## src/rtl/fifo_wr_arbiter.sv

```systemverilog
// fifo_wr_arbiter: round-robin packet arbiter feeding one FIFO write port.
// Grants are locked for a whole packet and tagged with the source id.
module fifo_wr_arbiter #(
  parameter int DSIZE = 8,
  parameter int NREQ = 4,
  parameter int IDW = 2
) (
  input  logic                  wclk,
  input  logic                  wrst_n,
  input  logic [NREQ-1:0]       req_valid,
  input  logic [NREQ-1:0]       req_last,
  input  logic [NREQ*DSIZE-1:0] req_data,
  output logic [NREQ-1:0]       req_ready,
  output logic                  fifo_winc,
  output logic [IDW+DSIZE-1:0]  fifo_wdata,
  input  logic                  fifo_wfull,
  input  logic                  fifo_awfull,
  output logic                  busy,
  output logic [IDW-1:0]        grant_id,
  output logic [15:0]           pkt_cnt
);
  typedef enum logic {IDLE, XFER} state_t;
  state_t state, state_nx;
  logic [IDW-1:0] grant_nx, winner, idx;
  logic [15:0] cnt_q;
  logic [DSIZE-1:0] cur_data;
  logic accept, done, found;
  assign busy = state == XFER;
  assign cur_data = req_data[grant_id*DSIZE +: DSIZE];
  assign accept = busy & req_valid[grant_id] & ~fifo_wfull;
  assign done = accept & req_last[grant_id];
  assign fifo_winc = accept;
  assign fifo_wdata = {grant_id, cur_data};
  assign req_ready = (busy && !fifo_wfull) ? NREQ'(1) << grant_id : '0;
  assign pkt_cnt = cnt_q;
  // search starts one past the last grant, wrapping at NREQ-1
  always_comb begin
    winner = grant_id;
    found = 1'b0;
    idx = grant_id;
    for (int k = 0; k < NREQ; k++) begin
      idx = (idx == IDW'(NREQ - 1)) ? '0 : idx + IDW'(1);
      if (!found && req_valid[idx]) begin
        winner = idx;
        found = 1'b1;
      end
    end
    state_nx = state;
    grant_nx = grant_id;
    if (state == IDLE) begin
      if (found && !fifo_awfull) begin
        state_nx = XFER;
        grant_nx = winner;
      end
    end else if (done) begin
      state_nx = IDLE;
    end
  end
  always_ff @(posedge wclk or negedge wrst_n) begin
    if (!wrst_n) begin
      state <= IDLE;
      grant_id <= IDW'(NREQ - 1);
      cnt_q <= '0;
    end else begin
      state <= state_nx;
      grant_id <= grant_nx;
      if (done) cnt_q <= cnt_q + 16'd1;
    end
  end
endmodule

```

## config.mk

```make
export PLATFORM = sky130hd
export DESIGN_NAME = fifo_wr_arbiter
export DESIGN_NICKNAME = d
export VERILOG_FILES = /design/src/rtl/fifo_wr_arbiter.sv
export SDC_FILE = /design/constraint.sdc
export NUM_CORES = 1
export LEC_CHECK = 0
export CAP_MARGIN = 40
export CELL_PAD_IN_SITES_DETAIL_PLACEMENT = 0
export CELL_PAD_IN_SITES_GLOBAL_PLACEMENT = 2
export CORE_AREA = 2 2 63 109
export DETAILED_ROUTE_END_ITERATION = 6
export DIE_AREA = 0 0 65 111
export PLACE_DENSITY = 0.81
export SLEW_MARGIN = 20
export SYNTH_ARGS = -nofsm -noshare
export SYNTH_HDL_FRONTEND = slang
export SYNTH_SLANG_ARGS = --single-unit
```

## constraint.sdc

```tcl
create_clock -name wclk -period 2.25 [get_ports wclk]
set_input_delay 0.3375 -clock wclk [delete_from_list [all_inputs] [get_ports wclk]]
set_output_delay 0.3375 -clock wclk [all_outputs]
set_load 0.005 [all_outputs]
```

# Word-level counts from Yosys, hierarchy flattened
# Cells that the tools add are included.
totals:
  reg_bits: 19
  output_inout_bits: 34
  elab_cells: 64
op_classes:
  add_sub_neg: 5
  n_lt_le_gt_ge: 5
  eq_ne: 4
  n_shift: 2
  muxes: 28
  bitwise: 5
  reduce_logical: 12
op_table:
  columns: ["cell", "count"]
  rows:
  - ["$shiftx A32 B6 Y8", 1]
  - ["$add A16 B1 Y16 const B", 1]
  - ["$mux W2", 8]
  - ["$lt A2 B3 Y1 const B", 5]
  - ["$mux W1", 13]
  - ["$bmux W1 S2", 6]
  - ["$add A2 B1 Y2 const B", 4]
  - ["$eq A2 B2 Y1 const B", 4]
  - ["$logic_and A1 B1 Y1", 5]
  - ["$logic_not A1 Y1", 5]
  - ["$mux W4", 1]
  - ["$reduce_bool A4 Y1", 1]
  - ["$shl A1 B2 Y4 const A", 1]
  - ["$and A1 B1 Y1", 3]
  - ["$reduce_and A3 Y1", 1]
  - ["$not A1 Y1", 2]

# Logic depth before layout (Yosys ltp)
depth:
  ltp_word: 17
  ltp_mapped: 7

# Least setup slack after synthesis
# OpenSTA, ideal clock, no wires.
synth_path:
  kind: "register to register"
  start: "reg grant_id[0]"
  end: "reg grant_id[1]"
  setup_ps: 93
  t_arrival_ps: 1863
  required_time_ps: 2157
  setup_slack_ps: 294
  path_stages_with_launch: 8
  synth_period_minus_slack_ps: 1956
  cell_sequence: "dfstp_2 buf_2 inv_1 ha_1 nor2_1 o21a_1 o32ai_1 mux2i_1"
synth_between:
  elab_chain_cells: 16
synth_rtl:
  columns: ["item", "line_no", "text"]
  rows:
  - ["start: declaration", "19", "output logic [IDW-1:0] grant_id,"]
  - ["start signal: assignment", "62", "grant_id <= IDW'(NREQ - 1);"]
  - ["start signal: assignment", "66", "grant_id <= grant_nx;"]
  - ["$add A2 B1 Y2 / $eq A2 B2 Y1 (equally long branches)", "42", "idx = (idx == IDW'(NREQ - 1)) ? '0 : idx + IDW'(1);"]
  - ["$mux W2 *", "42", null]
  - ["parallel branches: the longest is 14 deep, another holds $add A2 B1 Y2", null, null]
# Every way passes the cells marked *. The select of a mux whose other input is x is not followed.
# A chain may end at the register's enable or synchronous reset.

# Worst setup path in the final report
layout_path:
  start: "reg grant_id[1]"
  end: "out req_ready[0]"
layout_between:
  elab_chain_cells: 2
layout_rtl:
  columns: ["item", "line_no", "text"]
  rows:
  - ["$shl A1 B2 Y4", "34", "assign req_ready = (busy && !fifo_wfull) ? NREQ'(1) << grant_id : '0;"]
  - ["$mux W4", "34", null]
  - ["end: declaration", "13", "output logic [NREQ-1:0] req_ready,"]
# Every way passes these cells.

==> out/results.txt <==
drt total wl: 4129 um
Max Cap Viol: 0
Lkg Pwr: 0.9968 nW
Area growth syn-to-layout: 83.32%
Core Box Area: 0.006392 mm^2
maximum clock path buffer count: 2
vias in the first global route: 1269
global route overflow: 0
number of detailed-route iterations in the first pass: 2
H-Tree Depth: 1
setup_tns: 0 ps
worst skew pair latency: 250 ps
Place WS: 46.16 ps
routing usage on met2: 22.96%
critical path peak fanout: 14
fin area: 0.002351 mm^2
status: completed
Initial Util: 20.06%
largest family of logic cells by synthesized area: multiplexers
Placer Congestion: 0.7697
CP startpoint: grant_id[1]
r2r setup slk: 130 ps
Critical Path Sink: req_ready[0]
ys async rst share: 100.0%
maximum clock rate: 456.8 MHz
most frequent cells in the layout: clkdlybuf4s50_1, dfrtp_1, xnor2_1
share of cells above drive strength 1: 18.32%
total CTS buffers: 3
hpwl dp: 3397 um
drt initial violations: 69
Die Ht: 111 um
Max Clock Skew: 4.478 ps
drt wl/cell: 14.54 um
final setup violation count: 0
area post-placement: 0.002211 mm^2
Clock transition at path regs: 60 ps
final core utilization: 36.78%
crit path kind: flop to output port
Worst-Margin Slew: 338.2 ps
met1 usage: 12.75%
post-synthesis xor/xnor area fraction: 10.24%
Avg Cell Area, Syn: 11.55 um^2
RSZ-0062 raised after global routing: false
first-pass GRT wire length: 6589 um
Total Routing Usage GR: 11.75%
Synth Area in Simple Gates: 18.24%
mapped cell area: 0.001282 mm^2
Slew HR: 77.41%
CTS root buf: clkbuf_16
Diodes inserted: 0
CTS tree: yes
Req. time, crit path: 1910 ps
Port-buffer cells: 77
Syn Inst Count: 111
multiplexer share of the synthesized area: 19.22%
Final WS setup: 60.68 ps
Post-synth EDFFs: 0
number of synthesized register bits: 19
CP endpoint kind: output port
VDD IR max: 0.5207 mV
FILL cells: 640
part of the Yosys area used for sequential elements: 37.27%
Slew Limit Fails: 0
library cells used by synthesis: 31
Die Area: 0.007215 mm^2
pwr/cell area: 849.1 mW/mm^2
Layout Cells excl Fill: 284
largest net degree at the start of global routing: 20
Clock Sinks: 19
path depth of the worst reg2reg path: 8
final critical-path share of the clock period: 97.30%
Antenna Nets Post-Route: 0
gr busiest metal: met2
post-synthesis compound-gate area fraction: 5.561%
RR Endpoint: pkt_cnt[9]
critical path launch point type: flop
Adder-Cell Fraction of Synth Area: 4.878%
CP arrival: 1850 ps
post-route DRC violation count: 0
fin crit period: 2189 ps
I/O pin cnt: 78
vias: 1223
row cnt: 39
DP Cell Count: 275
Die X: 65 um
Post-Syn Nets: 160
Via density: 4.306
Warnings, synthesis: 0
commonest non-fill, non-tap cell in the layout: clkdlybuf4s50_1
Final #Nets: 252
Reg2Reg Launch Point: grant_id[0]
initial antenna violation count: 0
worst hold path class: primary input to async pin
Final Hold Viols: 0
WHS: 436.7 ps
met3 usage: 1.320%
Top FF cell, synth: dfrtp_1
Pwr Total: 1.996 mW
[layout make-up]
class	count	area (um^2)	share of cell area, %
Multi-Input combinational cell	82	750.7	31.93
Inverter	3	11.26	0.4790
Sequential cell	19	481.7	20.49
Tap cell	82	102.6	4.364
Clock buffer	3	75.07	3.193
Clock inverter	1	5.005	0.2129
Timing Repair Buffer	94	924.6	39.33
[repair_timing]
item,in CTS,in global routing
gates resized for setup,13,4
buffers inserted,5,0
hold buffers,0,0
endpoints found under the setup margin,13,14
pin swaps,0,0
[worst min path at each step]
stage / from / endpoint / slack, ps / depth (start not counted)
3_3_place_gp: pkt_cnt[15] / pkt_cnt[15] / 470 / 1
3_5_place_dp: pkt_cnt[15] / pkt_cnt[15] / 470 / 1
2_1_floorplan: wrst_n / busy / 40 / 0
5_1_grt: wrst_n / pkt_cnt[13] / 440 / 2
4_1_cts: wrst_n / pkt_cnt[0] / 440 / 2
6_report: wrst_n / pkt_cnt[14] / 440 / 2
[registers in the layout, indices dropped and copies added, names as in the netlist]
signal    count
pkt_cnt      16
grant_id      2
busy          1
[cells in the mapped netlist, types with 3 or more instances]
master   instances  share of area [%]
inv_1            3               0.88
mux4_2          10                 18
and2_1           6                2.9
dfrtp_1         17                 33
nand4_1          8                3.9
and3_1           7                3.4
buf_4            3                1.8
and4_1           3                2.0
ha_1             5                4.9
a21oi_1          4                1.6
xnor2_1         14                9.6
nand2_1          8                2.3
[where the power goes]
part / total, mW / leakage (nW) / switching (mW) / internal (mW)
clock network: 0.361 / 0.0409 / 0.123 / 0.238
registers: 0.489 / 0.250 / 0.0678 / 0.421
logic: 1.15 / 0.706 / 0.425 / 0.722
[logic make-up after synthesis]
| logic type | count (synthesis) |
|---|---|
| AO/OA/AOI/OAI | 10 |
| multiplexers | 12 |
| XOR/XNOR | 15 |
| flip-flops | 19 |
| adder cells (fa/ha/maj) | 5 |
| buffers and inverters | 10 |
| AND/OR/NAND/NOR | 40 |
[worst max-delay path, stage by stage, from the launching register on]
cell	delay [ps]
dfstp_2	560
buf_6	180
inv_1	90
ha_1	170
and2_1	120
clkdlybuf4s50_1	480
[routing by layer]
metal,part of all wire [%],wire length [um]
met2,57,2365
met5,0,0
met1,38,1571
met3,2.6,108
met4,2.0,84
Power figures use the tool's default switching activity.
